### src/rtl/alu_issue_stage_if.sv
// Handshake and ALU-control bus between the decode/issue stage and its neighbours.
// slave is the issue stage; master is whoever drives instructions and sinks ops.
interface alu_issue_stage_if;
  logic        in_valid;
  logic        in_ready;
  logic [31:0] in_instr;
  logic [31:0] in_pc;
  logic [31:0] in_rs1_data;
  logic [31:0] in_rs2_data;
  logic        flush;
  logic        out_valid;
  logic        out_ready;
  logic [3:0]  out_alu_ctl;
  logic [31:0] out_a;
  logic [31:0] out_b;
  logic [4:0]  out_rd;
  logic        out_reg_write;
  logic        out_is_branch;
  logic [2:0]  out_funct3;
  logic        out_illegal;

  modport slave (
    input  in_valid, in_instr, in_pc, in_rs1_data, in_rs2_data, flush, out_ready,
    output in_ready, out_valid, out_alu_ctl, out_a, out_b, out_rd,
           out_reg_write, out_is_branch, out_funct3, out_illegal
  );

  modport master (
    output in_valid, in_instr, in_pc, in_rs1_data, in_rs2_data, flush, out_ready,
    input  in_ready, out_valid, out_alu_ctl, out_a, out_b, out_rd,
           out_reg_write, out_is_branch, out_funct3, out_illegal
  );
endinterface

### src/rtl/alu_issue_stage.sv
// RV32I decode-and-issue stage: decodes ALU ops (incl. CTZ) and issues them
// through a main register backed by a one-entry skid register.
module alu_issue_stage (
  input  logic             clk,
  input  logic             rst,
  alu_issue_stage_if.slave bus
);
  localparam int unsigned XLEN  = 32;
  localparam int unsigned CTL_W = 4;

  localparam logic [CTL_W-1:0] CTL_ADD  = 4'b0000;
  localparam logic [CTL_W-1:0] CTL_SUB  = 4'b0001;
  localparam logic [CTL_W-1:0] CTL_AND  = 4'b0010;
  localparam logic [CTL_W-1:0] CTL_OR   = 4'b0011;
  localparam logic [CTL_W-1:0] CTL_XOR  = 4'b0100;
  localparam logic [CTL_W-1:0] CTL_SLL  = 4'b0101;
  localparam logic [CTL_W-1:0] CTL_SRL  = 4'b0110;
  localparam logic [CTL_W-1:0] CTL_SRA  = 4'b0111;
  localparam logic [CTL_W-1:0] CTL_SLTU = 4'b1000;
  localparam logic [CTL_W-1:0] CTL_SLT  = 4'b1001;
  localparam logic [CTL_W-1:0] CTL_BCMP = 4'b1010;
  localparam logic [CTL_W-1:0] CTL_CTZ  = 4'b1111;

  localparam logic [6:0] OPC_OP     = 7'b0110011;
  localparam logic [6:0] OPC_OP_IMM = 7'b0010011;
  localparam logic [6:0] OPC_LUI    = 7'b0110111;
  localparam logic [6:0] OPC_AUIPC  = 7'b0010111;
  localparam logic [6:0] OPC_BRANCH = 7'b1100011;

  localparam logic [6:0]  F7_BASE = 7'b0000000;
  localparam logic [6:0]  F7_ALT  = 7'b0100000;
  localparam logic [11:0] CTZ_HI  = 12'b0110000_00001;

  typedef struct packed {
    logic [CTL_W-1:0] ctl;
    logic [XLEN-1:0]  a;
    logic [XLEN-1:0]  b;
    logic [4:0]       rd;
    logic             reg_write;
    logic             is_branch;
    logic [2:0]       funct3;
    logic             illegal;
  } issue_op_t;

  typedef enum logic [1:0] {
    ST_EMPTY = 2'd0,
    ST_MAIN  = 2'd1,
    ST_FULL  = 2'd2
  } buf_state_e;

  // Shared funct3 -> ALUCtl map for OP / OP-IMM base encodings.
  function automatic logic [CTL_W-1:0] base_ctl(input logic [2:0] f3);
    case (f3)
      3'b000:  return CTL_ADD;
      3'b001:  return CTL_SLL;
      3'b010:  return CTL_SLT;
      3'b011:  return CTL_SLTU;
      3'b100:  return CTL_XOR;
      3'b101:  return CTL_SRL;
      3'b110:  return CTL_OR;
      default: return CTL_AND;
    endcase
  endfunction

  logic [6:0]      opcode;
  logic [2:0]      funct3;
  logic [6:0]      funct7;
  logic [XLEN-1:0] imm_i;
  logic [XLEN-1:0] imm_u;
  logic [XLEN-1:0] shamt;

  assign opcode = bus.in_instr[6:0];
  assign funct3 = bus.in_instr[14:12];
  assign funct7 = bus.in_instr[31:25];
  assign imm_i  = {{20{bus.in_instr[31]}}, bus.in_instr[31:20]};
  assign imm_u  = {bus.in_instr[31:12], 12'b0};
  assign shamt  = XLEN'(bus.in_instr[24:20]);

  issue_op_t dec_c;
  logic      legal_c;

  always_comb begin
    dec_c        = '0;
    legal_c      = 1'b1;
    dec_c.rd     = bus.in_instr[11:7];
    dec_c.funct3 = funct3;
    case (opcode)
      OPC_OP: begin
        dec_c.a = bus.in_rs1_data;
        dec_c.b = bus.in_rs2_data;
        if (funct7 == F7_BASE) begin
          dec_c.ctl = base_ctl(funct3);
        end else if (funct7 == F7_ALT && funct3 == 3'b000) begin
          dec_c.ctl = CTL_SUB;
        end else if (funct7 == F7_ALT && funct3 == 3'b101) begin
          dec_c.ctl = CTL_SRA;
        end else begin
          legal_c = 1'b0;
        end
      end
      OPC_OP_IMM: begin
        dec_c.a   = bus.in_rs1_data;
        dec_c.b   = imm_i;
        dec_c.ctl = base_ctl(funct3);
        // CTZ lives in the SLLI encoding space with a non-zero funct7.
        if (funct3 == 3'b001) begin
          if (bus.in_instr[31:20] == CTZ_HI) begin
            dec_c.ctl = CTL_CTZ;
            dec_c.b   = '0;
          end else begin
            dec_c.b = shamt;
            legal_c = (funct7 == F7_BASE);
          end
        end else if (funct3 == 3'b101) begin
          dec_c.b = shamt;
          if (funct7 == F7_ALT) begin
            dec_c.ctl = CTL_SRA;
          end else begin
            legal_c = (funct7 == F7_BASE);
          end
        end
      end
      OPC_LUI: begin
        dec_c.ctl = CTL_ADD;
        dec_c.b   = imm_u;
      end
      OPC_AUIPC: begin
        dec_c.ctl = CTL_ADD;
        dec_c.a   = bus.in_pc;
        dec_c.b   = imm_u;
      end
      OPC_BRANCH: begin
        dec_c.is_branch = 1'b1;
        dec_c.a         = bus.in_rs1_data;
        dec_c.b         = bus.in_rs2_data;
        case (funct3[2:1])
          2'b00:   dec_c.ctl = CTL_BCMP;
          2'b10:   dec_c.ctl = CTL_SLT;
          2'b11:   dec_c.ctl = CTL_SLTU;
          default: legal_c   = 1'b0;
        endcase
      end
      default: legal_c = 1'b0;
    endcase
    if (!legal_c) begin
      dec_c.ctl       = CTL_ADD;
      dec_c.a         = '0;
      dec_c.b         = '0;
      dec_c.is_branch = 1'b0;
      dec_c.reg_write = 1'b0;
      dec_c.illegal   = 1'b1;
    end else begin
      dec_c.reg_write = !dec_c.is_branch;
    end
  end

  buf_state_e state_q, state_d;
  issue_op_t  main_q, main_d;
  issue_op_t  skid_q, skid_d;
  logic       in_ready_c;
  logic       accept_c;
  logic       consume_c;

  assign in_ready_c = (state_q != ST_FULL) && !rst;
  assign accept_c   = bus.in_valid && in_ready_c;
  assign consume_c  = (state_q != ST_EMPTY) && bus.out_ready;

  // Skid buffer occupancy; flush wins over any acceptance this cycle.
  always_comb begin
    state_d = state_q;
    main_d  = main_q;
    skid_d  = skid_q;
    if (bus.flush) begin
      state_d = ST_EMPTY;
    end else begin
      case (state_q)
        ST_EMPTY: begin
          if (accept_c) begin
            main_d  = dec_c;
            state_d = ST_MAIN;
          end
        end
        ST_MAIN: begin
          if (accept_c && consume_c) begin
            main_d = dec_c;
          end else if (accept_c) begin
            skid_d  = dec_c;
            state_d = ST_FULL;
          end else if (consume_c) begin
            state_d = ST_EMPTY;
          end
        end
        ST_FULL: begin
          if (consume_c) begin
            main_d  = skid_q;
            state_d = ST_MAIN;
          end
        end
        default: state_d = ST_EMPTY;
      endcase
    end
  end

  always_ff @(posedge clk) begin
    if (rst) begin
      state_q <= ST_EMPTY;
      main_q  <= '0;
      skid_q  <= '0;
    end else begin
      state_q <= state_d;
      main_q  <= main_d;
      skid_q  <= skid_d;
    end
  end

  assign bus.in_ready      = in_ready_c;
  assign bus.out_valid     = (state_q != ST_EMPTY);
  assign bus.out_alu_ctl   = main_q.ctl;
  assign bus.out_a         = main_q.a;
  assign bus.out_b         = main_q.b;
  assign bus.out_rd        = main_q.rd;
  assign bus.out_reg_write = main_q.reg_write;
  assign bus.out_is_branch = main_q.is_branch;
  assign bus.out_funct3    = main_q.funct3;
  assign bus.out_illegal   = main_q.illegal;
endmodule
### src/flat_wrapper.sv
// flat-port wrapper written by rule: the top's interface ports become plain ports
module alu_issue_stage_flat 
  (clk, rst, bus_in_valid, bus_in_instr, bus_in_pc, bus_in_rs1_data, bus_in_rs2_data, bus_flush, bus_out_ready, bus_in_ready, bus_out_valid, bus_out_alu_ctl, bus_out_a, bus_out_b, bus_out_rd, bus_out_reg_write, bus_out_is_branch, bus_out_funct3, bus_out_illegal);
  alu_issue_stage_if bus_i ();
  input  logic clk;
  input  logic rst;
  input wire logic [$bits(bus_i.in_valid)-1:0] bus_in_valid;
  input wire logic [$bits(bus_i.in_instr)-1:0] bus_in_instr;
  input wire logic [$bits(bus_i.in_pc)-1:0] bus_in_pc;
  input wire logic [$bits(bus_i.in_rs1_data)-1:0] bus_in_rs1_data;
  input wire logic [$bits(bus_i.in_rs2_data)-1:0] bus_in_rs2_data;
  input wire logic [$bits(bus_i.flush)-1:0] bus_flush;
  input wire logic [$bits(bus_i.out_ready)-1:0] bus_out_ready;
  output wire logic [$bits(bus_i.in_ready)-1:0] bus_in_ready;
  output wire logic [$bits(bus_i.out_valid)-1:0] bus_out_valid;
  output wire logic [$bits(bus_i.out_alu_ctl)-1:0] bus_out_alu_ctl;
  output wire logic [$bits(bus_i.out_a)-1:0] bus_out_a;
  output wire logic [$bits(bus_i.out_b)-1:0] bus_out_b;
  output wire logic [$bits(bus_i.out_rd)-1:0] bus_out_rd;
  output wire logic [$bits(bus_i.out_reg_write)-1:0] bus_out_reg_write;
  output wire logic [$bits(bus_i.out_is_branch)-1:0] bus_out_is_branch;
  output wire logic [$bits(bus_i.out_funct3)-1:0] bus_out_funct3;
  output wire logic [$bits(bus_i.out_illegal)-1:0] bus_out_illegal;
  assign bus_i.in_valid = bus_in_valid;
  assign bus_i.in_instr = bus_in_instr;
  assign bus_i.in_pc = bus_in_pc;
  assign bus_i.in_rs1_data = bus_in_rs1_data;
  assign bus_i.in_rs2_data = bus_in_rs2_data;
  assign bus_i.flush = bus_flush;
  assign bus_i.out_ready = bus_out_ready;
  assign bus_in_ready = bus_i.in_ready;
  assign bus_out_valid = bus_i.out_valid;
  assign bus_out_alu_ctl = bus_i.out_alu_ctl;
  assign bus_out_a = bus_i.out_a;
  assign bus_out_b = bus_i.out_b;
  assign bus_out_rd = bus_i.out_rd;
  assign bus_out_reg_write = bus_i.out_reg_write;
  assign bus_out_is_branch = bus_i.out_is_branch;
  assign bus_out_funct3 = bus_i.out_funct3;
  assign bus_out_illegal = bus_i.out_illegal;
  alu_issue_stage u_core (.clk(clk), .rst(rst), .bus(bus_i));
endmodule
### config.mk
export PLATFORM = sky130hd
export DESIGN_NAME = alu_issue_stage_flat
export DESIGN_NICKNAME = d
export VERILOG_FILES = /design/src/rtl/alu_issue_stage_if.sv /design/src/rtl/alu_issue_stage.sv /design/src/flat_wrapper.sv
export SDC_FILE = /design/constraint.sdc
export NUM_CORES = 1
export LEC_CHECK = 0
export BUFFER_PORTS_ARGS = -buffer_cell sky130_fd_sc_hd__buf_2
export CAP_MARGIN = 20
export CORE_ASPECT_RATIO = 1.25
export CORE_MARGIN = 5
export CORE_UTILIZATION = 53
export DETAILED_ROUTE_END_ITERATION = 10
export GPL_TIMING_DRIVEN = 0
export PLACE_DENSITY = 0.8
export SYNTH_ARGS = -nofsm -noshare
export SYNTH_HDL_FRONTEND = slang
export SYNTH_SLANG_ARGS = --single-unit
### constraint.sdc
create_clock -name clk -period 2.7 [get_ports clk]
set_clock_uncertainty 0.1 [all_clocks]
set_input_delay 0.135 -clock clk [delete_from_list [all_inputs] [get_ports clk]]
set_output_delay 0.135 -clock clk [all_outputs]
set_load 0.02 [all_outputs]
==> impl_metrics.tcl <==
set metrics [dict create \
    grt-ovfl-total 0 \
    critPathKind "register to register" \
    layout_common_cells "buf_2, dfxtp_1, nand2_1, nor2_1, a21oi_1" \
    clock_sinks 160 \
    p_int_w 0.00412 \
    ys_seq_elements 160 \
    placementRows 50 \
    ios 214 \
    netSwitchingFraction_pct 26.7 \
    grt_pass1_wl_um 41000 \
    yosys.area.top_type_share_pct 40.4 \
    grt_antenna_before_repair 0 \
    crit-reg2reg-launch "u_core.state_q[1]$_SDFFE_PP0P_" \
    grt.met3_usage_pct 6.58 \
    yosys-top-cells-area "dfxtp_1, a221oi_2, nand2_1" \
    cp_common_cell "clkbuf_1" \
    syn-mean-instance-area_sq_um 8.73 \
    nFillCells 1261 \
    hp-class "input port to register" \
    setup_viol 0 \
    ys_types 52 \
    ant_nets 0 \
    path_clk_slew_ns 0.07 \
    cts_buffer_depth 2 \
    cts_tree "yes" \
    fin_crit_ns 2.54 \
    dp_hpwl_um 19500 \
    critPathLaunchType "register" \
    drt_wl_total_um 26500 \
    slew_violations 0 \
    grtUsageTotal_pct 28.8 \
    regToRegSetupSlack_ns 0.16 \
    vias_per_cell 6.18 \
    maxCapViolCount 0 \
    setup_tns_ns 0 \
    met2_usage_pct 49.3 \
    portBuffers 212 \
    drt_iter0_drc 793 \
    grt_use_met1_pct 34.7 \
    cp-end-kind "register" \
    p_sw_w 0.00150 \
    p_leak_nw 4.02 \
    slew_headroom_pct 24.7 \
    yosys.area.top_type "dfxtp_1" \
    critPathMaxFanout 10 \
    cp.required_ns 2.94 \
    status "completed" \
    slowest_stage "clkbuf_1" \
    ir_drop_v 0.000351 \
    cts_buffers 17 \
    die_h_um 147 \
    cts_max_level 4 \
    rsz0062_at_grt "no" \
    syn-cell-area_sq_um 7930 \
    mostFrequentLayoutCell "buf_2" \
    synth_edf_count 0 \
    layout.nets 1281 \
    ys_async_sr_fraction_pct 0 \
    vias 8300 \
    holdCritStartpoint "bus_in_rs2_data[14]" \
    grt_max_degree 17 \
    power.total_w 0.00562 \
    period_share_pct 94.0 \
    start_util_pct 53.5 \
    hold_viol 0 \
    cts_root_buf "clkbuf_16" \
    gp_congestion 0.950 \
    synthFlopType "dfxtp_1" \
    routedWlPerCell_um 19.8 \
    synth_seq_area_share_pct 40.4 \
    area_growth_pct 24.7 \
    syn_inst 909 \
    dieArea_sq_um 17500 \
    p_comb_share_pct 13.0 \
    insertion_delay_ns 0.43 \
    ys.warnings.count 0 \
    busiest_layer "met2" \
    slowest_delay_ns 0.53 \
    die_w_um 119 \
    crit_path_start "u_core.state_q[1]$_SDFFE_PP0P_" \
    cp.arrival_ns 2.78 \
    tightest_slew_ns 1.12 \
    critical-path-top-delay-family "buffers and inverters" \
    drive_gt1_share_pct 31.4 \
    design.core.area_sq_um 14800 \
    worstPathBufferInverterCount 3 \
    seqPwrFrac_pct 44.1 \
    p_clk_share_pct 42.9 \
    grt_pass1_vias 7938 \
    syn-num-nets 1042 \
    firstDrtPassIters 8 \
    drc_errors 0 \
    p_per_area_nw_per_um2 568 \
    fmax_mhz 394 \
    cp_cell_sequence "nand2b_1, or4_1, clkbuf_1, clkbuf_1, clkbuf_1, nand2_1, a21oi_1" \
]
==> final timing paths <==
kind / cells past startpoint / end
max: 7 / u_core.skid_q[19]$_SDFFE_PP0P_
min: 4 / u_core.skid_q[25]$_SDFFE_PP0P_
max reg2reg: 7 / u_core.skid_q[19]$_SDFFE_PP0P_
min reg2reg: 2 / u_core.bus.out_alu_ctl[3]$_SDFFE_PP0P_
==> worst min-delay path, delay by kind of cell <==
family | cells | cell delay (ns)
buffers and inverters | 1 | 0.08
and+or+nand+nor | 1 | 0.06
AOI/OAI and AO/OA | 2 | 0.25
==> stage by stage <==
step	util, %	hold WS, ns	cells	area [sq um]	setup WS [ns]
CTS	66.7	0.0181	1342	9890	0.160
floorplan	-	0.114	909	7930	0.665
finish	66.7	0.0211	1343	9890	0.161
detailed placement	62.2	0.281	1303	9220	0.148
global route	66.7	0.0397	1342	9890	0.0291
global placement	62.2	0.278	1303	9220	0.108
==> kinds of logic after synthesis <==
kind of cell | count (synthesis) | share of synthesized area [%]
xor gates and xnor gates | 2 | 0.221
buffers and inverters | 99 | 5.71
DFF | 160 | 40.4
AOI/OAI and AO/OA | 271 | 28.5
and+or+nand+nor | 377 | 25.2
==> state kept, by name (all words and copies together) (netlist names) <==
signal / flops
u_core.skid_q: 79
u_core.bus.out_a: 32
u_core.bus.out_b: 32
u_core.bus.out_rd: 5
u_core.bus.out_alu_ctl: 4
u_core.bus.out_funct3: 3
u_core.state_q: 2
u_core.bus.out_illegal: 1
u_core.bus.out_is_branch: 1
u_core.bus.out_reg_write: 1
==> synthesized netlist by cell type, types with 4 or more instances <==
master	count
buf_1	7
buf_4	7
nand2b_1	7
nor2_1	72
inv_1	4
a211oi_2	5
a21oi_1	72
nand4_1	4
a311oi_1	10
nand3_1	59
nor3_1	26
nand2_1	116
a22o_1	45
nand3b_1	24
nor3_2	39
buf_6	5
o21ai_0	24
o21bai_1	21
a221oi_2	39
dfxtp_1	160
nor4_1	4
clkbuf_1	62
a221o_1	18
a211oi_1	23
buf_2	14
==> power by group through the flow <==
stage,Combinational [W],Sequential (W),Clock (W)
after floorplan,0.000325,0.00262,0
after global placement,0.000703,0.00253,0
after detailed placement,0.000711,0.00253,0
after CTS,0.000724,0.00248,0.00241
after global routing,0.000783,0.00249,0.00250
final,0.000730,0.00248,0.00241
==> per-layer routing <==
metal | wire [um] | vias up
li1 | - | 3842
met2 | 13000 | 498
met3 | 2550 | 78
met4 | 875 | 0
met5 | 0 | -
met1 | 10100 | 3882
==> timing repair <==
action                     CTS  global route
setup endpoints to repair    0             4
gates resized for setup      0             1
hold endpoints to repair    12             0
hold buffers                 8             0
setup buffers                0             0
==> cell type report <==
cell class / instances / area, sq um / share of cell area [%]
Sequential cell: 160 / 3200 / 32.4
Timing Repair Buffer: 221 / 1150 / 11.6
Multi-Input combinational cell: 650 / 4280 / 43.3
Antenna cell: 1 / 2.50 / 0.0253
Inverter: 4 / 15.0 / 0.152
Tap cell: 182 / 228 / 2.30
Buffer: 94 / 434 / 4.39
Clock inverter: 11 / 129 / 1.30
Clock buffer: 20 / 457 / 4.62
Note: power is estimated with default switching activity, not from simulation.
